## src/rtl/decode_stage.sv

```systemverilog
// decode_stage: RV32 subset decode stage with register file and execute register.
//   Decodes lw, sw, R-type (add/sub/and/or/slt), I-ALU (addi/andi/ori/slti), beq
//   and jal. Anything else decodes to a bubble, meaning all execute controls are zero.
//   Register file: 32x32, two combinational read ports and one write port.
//   Optional macro REGFILE_BYPASS_EN forwards a same-cycle writeback to the read ports.
// Ports:
//   clk, rst                    clock and synchronous active-high reset
//   de_instr/de_pc/de_pc_plus4  instruction in decode and its PCs
//   ex_flush                    loads a bubble into the execute register
//   wb_we/wb_rd/wb_result       register file write port
//   de_rs1/de_rs2               combinational source indices (hazard unit)
//   ex_*                        registered execute-stage operands and controls
module decode_stage #(
  parameter int XLEN = 32
) (
  input  logic            clk,
  input  logic            rst,
  input  logic [31:0]     de_instr,
  input  logic [XLEN-1:0] de_pc,
  input  logic [XLEN-1:0] de_pc_plus4,
  input  logic            ex_flush,
  input  logic            wb_we,
  input  logic [4:0]      wb_rd,
  input  logic [XLEN-1:0] wb_result,
  output logic [4:0]      de_rs1,
  output logic [4:0]      de_rs2,
  output logic [XLEN-1:0] ex_rd1,
  output logic [XLEN-1:0] ex_rd2,
  output logic [XLEN-1:0] ex_imm,
  output logic [XLEN-1:0] ex_pc,
  output logic [XLEN-1:0] ex_pc_plus4,
  output logic [4:0]      ex_rs1,
  output logic [4:0]      ex_rs2,
  output logic [4:0]      ex_rd,
  output logic            ex_reg_write,
  output logic            ex_mem_write,
  output logic            ex_alu_src,
  output logic            ex_branch,
  output logic            ex_jump,
  output logic [1:0]      ex_result_src,
  output logic [2:0]      ex_alu_ctrl
);

  localparam logic [2:0] ALU_ADD = 3'b000;
  localparam logic [2:0] ALU_SUB = 3'b001;
  localparam logic [2:0] ALU_AND = 3'b010;
  localparam logic [2:0] ALU_OR  = 3'b011;
  localparam logic [2:0] ALU_SLT = 3'b101;

  typedef struct packed {
    logic [XLEN-1:0] rd1;
    logic [XLEN-1:0] rd2;
    logic [XLEN-1:0] imm;
    logic [XLEN-1:0] pc;
    logic [XLEN-1:0] pc_plus4;
    logic [4:0]      rs1;
    logic [4:0]      rs2;
    logic [4:0]      rd;
    logic            reg_write;
    logic            mem_write;
    logic            alu_src;
    logic            branch;
    logic            jump;
    logic [1:0]      result_src;
    logic [2:0]      alu_ctrl;
  } ex_t;

  logic [XLEN-1:0] rf_q [32];
  logic [XLEN-1:0] rd1, rd2;
  ex_t             ex_d, ex_q;

  logic [6:0] opcode;
  logic [2:0] funct3;
  logic [6:0] funct7;
  logic [XLEN-1:0] imm_i, imm_s, imm_b, imm_j;

  assign opcode = de_instr[6:0];
  assign funct3 = de_instr[14:12];
  assign funct7 = de_instr[31:25];
  assign de_rs1 = de_instr[19:15];
  assign de_rs2 = de_instr[24:20];

  assign imm_i = {{20{de_instr[31]}}, de_instr[31:20]};
  assign imm_s = {{20{de_instr[31]}}, de_instr[31:25], de_instr[11:7]};
  assign imm_b = {{19{de_instr[31]}}, de_instr[31], de_instr[7], de_instr[30:25],
                  de_instr[11:8], 1'b0};
  assign imm_j = {{11{de_instr[31]}}, de_instr[31], de_instr[19:12], de_instr[20],
                  de_instr[30:21], 1'b0};

  // x0 is forced to zero on read, so its storage entry is never consulted.
`ifdef REGFILE_BYPASS_EN
  assign rd1 = (de_rs1 == 5'd0) ? '0 :
               (wb_we && (wb_rd == de_rs1)) ? wb_result : rf_q[de_rs1];
  assign rd2 = (de_rs2 == 5'd0) ? '0 :
               (wb_we && (wb_rd == de_rs2)) ? wb_result : rf_q[de_rs2];
`else
  assign rd1 = (de_rs1 == 5'd0) ? '0 : rf_q[de_rs1];
  assign rd2 = (de_rs2 == 5'd0) ? '0 : rf_q[de_rs2];
`endif

  always_comb begin
    ex_d          = '0;
    ex_d.rd1      = rd1;
    ex_d.rd2      = rd2;
    ex_d.pc       = de_pc;
    ex_d.pc_plus4 = de_pc_plus4;
    ex_d.rs1      = de_rs1;
    ex_d.rs2      = de_rs2;
    ex_d.rd       = de_instr[11:7];
    case (opcode)
      7'b0000011: if (funct3 == 3'b010) begin
        ex_d.reg_write  = 1'b1;
        ex_d.alu_src    = 1'b1;
        ex_d.result_src = 2'b01;
        ex_d.imm        = imm_i;
      end
      7'b0100011: if (funct3 == 3'b010) begin
        ex_d.mem_write = 1'b1;
        ex_d.alu_src   = 1'b1;
        ex_d.imm       = imm_s;
      end
      7'b0110011: begin
        // Only the base encodings are accepted; anything else stays a bubble.
        if (funct7 == 7'b0000000) begin
          case (funct3)
            3'b000: begin ex_d.reg_write = 1'b1; ex_d.alu_ctrl = ALU_ADD; end
            3'b111: begin ex_d.reg_write = 1'b1; ex_d.alu_ctrl = ALU_AND; end
            3'b110: begin ex_d.reg_write = 1'b1; ex_d.alu_ctrl = ALU_OR;  end
            3'b010: begin ex_d.reg_write = 1'b1; ex_d.alu_ctrl = ALU_SLT; end
            default: ;
          endcase
        end else if (funct7 == 7'b0100000 && funct3 == 3'b000) begin
          ex_d.reg_write = 1'b1;
          ex_d.alu_ctrl  = ALU_SUB;
        end
      end
      7'b0010011: begin
        // instr[30] is immediate data here, so addi never becomes a subtract.
        case (funct3)
          3'b000: begin ex_d.reg_write = 1'b1; ex_d.alu_ctrl = ALU_ADD; end
          3'b111: begin ex_d.reg_write = 1'b1; ex_d.alu_ctrl = ALU_AND; end
          3'b110: begin ex_d.reg_write = 1'b1; ex_d.alu_ctrl = ALU_OR;  end
          3'b010: begin ex_d.reg_write = 1'b1; ex_d.alu_ctrl = ALU_SLT; end
          default: ;
        endcase
        if (ex_d.reg_write) begin
          ex_d.alu_src = 1'b1;
          ex_d.imm     = imm_i;
        end
      end
      7'b1100011: if (funct3 == 3'b000) begin
        ex_d.branch   = 1'b1;
        ex_d.alu_ctrl = ALU_SUB;
        ex_d.imm      = imm_b;
      end
      7'b1101111: begin
        ex_d.reg_write  = 1'b1;
        ex_d.jump       = 1'b1;
        ex_d.result_src = 2'b10;
        ex_d.imm        = imm_j;
      end
      default: ;
    endcase
  end

  // Reset wins over writeback, so a write coincident with rst is dropped.
  always_ff @(posedge clk) begin
    if (rst) begin
      for (int i = 0; i < 32; i++) rf_q[i] <= '0;
    end else if (wb_we && (wb_rd != 5'd0)) begin
      rf_q[wb_rd] <= wb_result;
    end
  end

  always_ff @(posedge clk) begin
    if (rst || ex_flush) ex_q <= '0;
    else                 ex_q <= ex_d;
  end

  assign ex_rd1        = ex_q.rd1;
  assign ex_rd2        = ex_q.rd2;
  assign ex_imm        = ex_q.imm;
  assign ex_pc         = ex_q.pc;
  assign ex_pc_plus4   = ex_q.pc_plus4;
  assign ex_rs1        = ex_q.rs1;
  assign ex_rs2        = ex_q.rs2;
  assign ex_rd         = ex_q.rd;
  assign ex_reg_write  = ex_q.reg_write;
  assign ex_mem_write  = ex_q.mem_write;
  assign ex_alu_src    = ex_q.alu_src;
  assign ex_branch     = ex_q.branch;
  assign ex_jump       = ex_q.jump;
  assign ex_result_src = ex_q.result_src;
  assign ex_alu_ctrl   = ex_q.alu_ctrl;

endmodule

```

## config.mk

```make
export PLATFORM = sky130hd
export DESIGN_NAME = decode_stage
export DESIGN_NICKNAME = d
export VERILOG_FILES = /design/src/rtl/decode_stage.sv
export SDC_FILE = /design/constraint.sdc
export NUM_CORES = 2
export LEC_CHECK = 0
export ABC_AREA = 1
export CORE_MARGIN = 3
export CORE_UTILIZATION = 50
export DETAILED_ROUTE_END_ITERATION = 8
export GPL_ROUTABILITY_DRIVEN = 0
export PLACE_DENSITY = 0.68
export SLEW_MARGIN = 0
export SYNTH_ARGS = -nofsm -noshare
export SYNTH_HDL_FRONTEND = slang
export SYNTH_SLANG_ARGS = --single-unit
```

## constraint.sdc

```tcl
create_clock -name clk -period 3.12 [get_ports clk]
set_clock_uncertainty 0.2 [all_clocks]
set_input_delay 0.312 -clock clk [delete_from_list [all_inputs] [get_ports clk]]
set_output_delay 0.312 -clock clk [all_outputs]
set_load 0.1 [all_outputs]
```

==> results.md <==
Cells and area:
- The final net count is 8071.
- Compared with the post-synthesis result, the final layout area differs by 18.9%.
- Counting the fill cells in the layout gives roughly 10000.
- The final non-filler cell area is 73000 µm².
- In the final layout, flip-flops and latches occupy 34200 µm².
- The area taken by multi-input logic gates is 23000 µm².
- Cells fill 60.4% of the core in the end.
- In the final layout, the share of cells above drive strength 1 is 9.83%.

Synthesis:
- The number of register bits inferred by synthesis is 1198.
- The number of synthesized flops with an enable pin is approximately 1000.
- Counting flops with an async set or reset pin after synthesis yields a share of 0%.
- The dominant cell by count in the synthesized netlist is sky130_fd_sc_hd__nor2_1.
- In this run the mean area of a mapped cell was 8.00 µm².
- The synthesized design spends more area on one cell type than any other, namely sky130_fd_sc_hd__edfxtp_1.
- The number of warnings issued by yosys is 0.
- The count of mapped cells out of synthesis is 7681.
- The cell area that synthesis handed to floorplanning was 61400 µm².
- Summed over its instances, the top area cell type makes up 50.1% of the synthesized netlist area.
- The dominant register cell in the synthesized netlist is sky130_fd_sc_hd__edfxtp_1.
- After synthesis, the netlist uses 28 different library cells.
- Sequential cells were found to cover a little under three fifths of the synthesized design area.
- Sorting the synthesized cells by how often they occur yields 1886 x sky130_fd_sc_hd__nor2_1, 1877 x sky130_fd_sc_hd__nand2_1, 1024 x sky130_fd_sc_hd__edfxtp_1.
- Yosys attributes the largest share of cell area to sky130_fd_sc_hd__edfxtp_1 50%, sky130_fd_sc_hd__nor2_1 12%, sky130_fd_sc_hd__nand2_1 11%.

Pwr:
- The worst vdd rail ir drop is 0.607 mV.
- For this design the static power due to leakage is 30.8 nW.
- Total power for the finished layout comes to between 40 and 50 mW.
- The total power density per cell area is roughly 560 nW/µm².

Drt:
- In the final routed layout, each cell accounts on average for ~24 µm.
- The DRC violations left is 0.
- In this run, the number of DRC markers left after iteration 0 of detailed routing was 9071.
- The number of vias after detailed routing is approximately 58000.
- Once detail routing completed, the nets flagged for antenna violations numbered 0.
- The number of vias per cell is around 6.0.
- The pre-antenna-repair detailed-routing pass consisted of 9 iterations.
- The routed wire length is 234 mm.

Global route:
- The met1 usage in global routing is 45.8%.
- The global router's overall resource usage is 35.9%.
- For this run the aggregate overflow at the end of global routing stands at 0.
- The global-route wire length before repair is 342 mm.
- The pin count of the biggest net entering global routing is between 100 and 150.
- The via count of the first global-routing pass came to roughly 55000.
- The initial antenna violation count is 6.
- The global-route layer with the greatest usage is met2.
- The met2 demand-to-capacity share in global routing is a little under three fifths.
- In the global route stage, met3 resource usage came out at 7.68%.

STA:
- Setup repair after global routing left no endpoint under its margin.
- For the finished layout, the period the worst path requires is 3.09 ns.
- The number of endpoints failing setup at the final stage is 0.
- The achievable clock frequency is approximately 320 MHz.
- The final critical path takes up between 90% and 100% of the cycle.
- Headroom to the max-slew limit came out at 14.4%.
- The final max-slew violation count is 0.
- The final number of hold-violating endpoints is 0.
- For the pin with the worst max-slew slack, the measured transition is approximately 1.3 ns.

Setup path:
- Walking the worst path, the cells encountered are clkdlybuf4s50_1 > inv_1 > nand3_1 > buf_4 > o21ai_0 > nor2_1 > nand2_1 > nand2_2 > buf_12.
- The worst setup path is launched from a primary input.
- The endpoint type of the worst setup path is a flop.
- The worst stage delay on the critical path is 0.97 ns.
- The required time of the critical path is 3.38 ns.
- The worst setup path is of the primary input to flop kind.
- The maximum net fanout on the critical path is 18.
- Data arrives at the worst endpoint at around 3.4 ns.
- In this run the register-to-register setup slack is 0.97 ns.
- On the critical path, the stage with the largest delay is an instance of sky130_fd_sc_hd__nor2_1.

Placed design:
- The number of input and output port buffers inserted is 331.
- Summing all placed instances gives a cell area of 67800 µm².
- The estimated wirelength of the detail-placed design is 145 mm.

Clock tree:
- Buffers added to address setup during post-CTS repair amount to 0.
- In this run, CTS created clock tree buffers numbering 137.
- After clock tree synthesis, the clock-pin slew on the worst setup and hold paths is approximately 0.060 ns.
- The depth of the CTS H-tree is 4.
- The root buffer cell chosen for the clock tree is sky130_fd_sc_hd__clkbuf_16.
- Clock tree synthesis found a total of 1198 sinks.
- TritonCTS built the clock tree.
- In this run the deepest clock path goes through 3 buffers.
- The clock latency on the worst-skew pair is a little under 0.8 ns.
- In this run, post-CTS repair resized a total of 0 instances.
- The count of hold-fix buffers inserted at cts is 75.

Worst hold path:
- The min-delay analysis places its worst path in the category primary input to flop.

Floorplanning:
- The die extent in x is ~360 µm.
- The floorplan step defined a core boundary enclosing 121000 µm².
- The die height is approximately 360 µm.
- The floorplan step defined a die boundary enclosing 127000 µm².
- For this design the top-level I/O count stands at 332.
- The initial standard-cell utilization of the core is 50.8%.
- After floorplanning, the core was divided into 127 placement rows.

Status:
- The run finished with clean final reports.

Run:
- Max-cap violations in this run came to 0.
==> worst max-delay path, delay by kind of cell <==
family | cells | cell delay (ns)
simple gates | 4 | 1.94
buf+inv | 4 | 0.98
compound gates | 1 | 0.10
==> layer usage <==
| metal | share of wire, % | up-vias |
|---|---|---|
| li1 | - | 25500 |
| met1 | 35 | 27000 |
| met2 | 44 | 4686 |
| met3 | 14 | 876 |
| met4 | 7.4 | 0 |
| met5 | 0 | - |
==> final timing paths <==
kind	startpoint	endpoint	cells past startpoint
hold / removal	de_instr[13]	ex_alu_ctrl[1]$_SDFF_PP0_	3
setup / recovery	wb_rd[4]	rf_q[17][5]$_SDFFCE_PN0P_	9
hold reg to reg	rf_q[24][30]$_SDFFCE_PN0P_	ex_rd2[30]$_SDFF_PP0_	6
setup reg to reg	rf_q[7][18]$_SDFFCE_PN0P_	ex_rd1[18]$_SDFF_PP0_	9
==> power by group <==
| part | switching, mW | total, mW | internal (mW) |
|---|---|---|---|
| Sequential | 0.418 | 18.6 | 18.2 |
| Clock | 6.75 | 16.1 | 9.38 |
| Combinational | 4.23 | 5.90 | 1.67 |
| Total | 11.4 | 40.7 | 29.3 |
==> area by class of cell <==
cell class,instances,area share (%)
Timing Repair Buffer,735,10.6
Sequential cell,1198,46.9
Clock inverter,59,0.670
Tap cell,1612,2.76
Antenna cell,4,0.0137
Multi-Input combinational cell,5459,31.5
Inverter,403,2.12
Clock buffer,192,5.44
==> cell usage in the layout, fill, tap and decap left out, drive strengths merged, types with 81 or more instances in the layout <==
| cell type | Yosys | layout |
|---|---|---|
| nand2 | 1878 | 1878 |
| buf | 368 | 535 |
| a21oi | 155 | 155 |
| o21ai | 453 | 453 |
| o211ai | 81 | 81 |
| nor2 | 1888 | 1888 |
| nand3 | 916 | 916 |
| clkbuf | 284 | 192 |
| edfxtp | 1024 | 1024 |
| inv | 401 | 406 |
| dfxtp | 174 | 174 |
| clkdlybuf4s50 | 0 | 125 |
==> through the flow <==
step           cells  setup slack [ns]  hold WS [ns]  TNS [ns]
2_1_floorplan   7712             0.607         0.191         0
3_3_place_gp    9332            -0.694         0.572   -289.86
5_1_grt         9660            0.0242        0.0304         0
3_5_place_dp    9332            -0.677         0.596   -242.83
4_1_cts         9658            0.0993       0.00202         0
6_report        9662            0.0323        0.0415         0
==> kinds of logic (layout without fill, tap and decap cells) <==
logic type | after synthesis | count (layout) | synth area share, %
and+or+nand+nor | 4697 | 4697 | 30.6
DFF | 1198 | 1198 | 55.7
buffers and inverters | 1055 | 1389 | 7.26
AOI/OAI and AO/OA | 730 | 730 | 6.37
other | 1 | 36 | 0.00611
==> sequential cells by signal (all words and copies together) (netlist names) <==
name and flops:
ex_alu_ctrl 3, ex_alu_src 1, ex_branch 1, ex_imm 21, ex_jump 1, ex_mem_write 1, ex_pc 32, ex_pc_plus4 32
ex_rd 5, ex_rd1 32, ex_rd2 32, ex_reg_write 1, ex_result_src 2, ex_rs1 5, ex_rs2 5, rf_q 1024
Power figures use the tool's default switching activity.
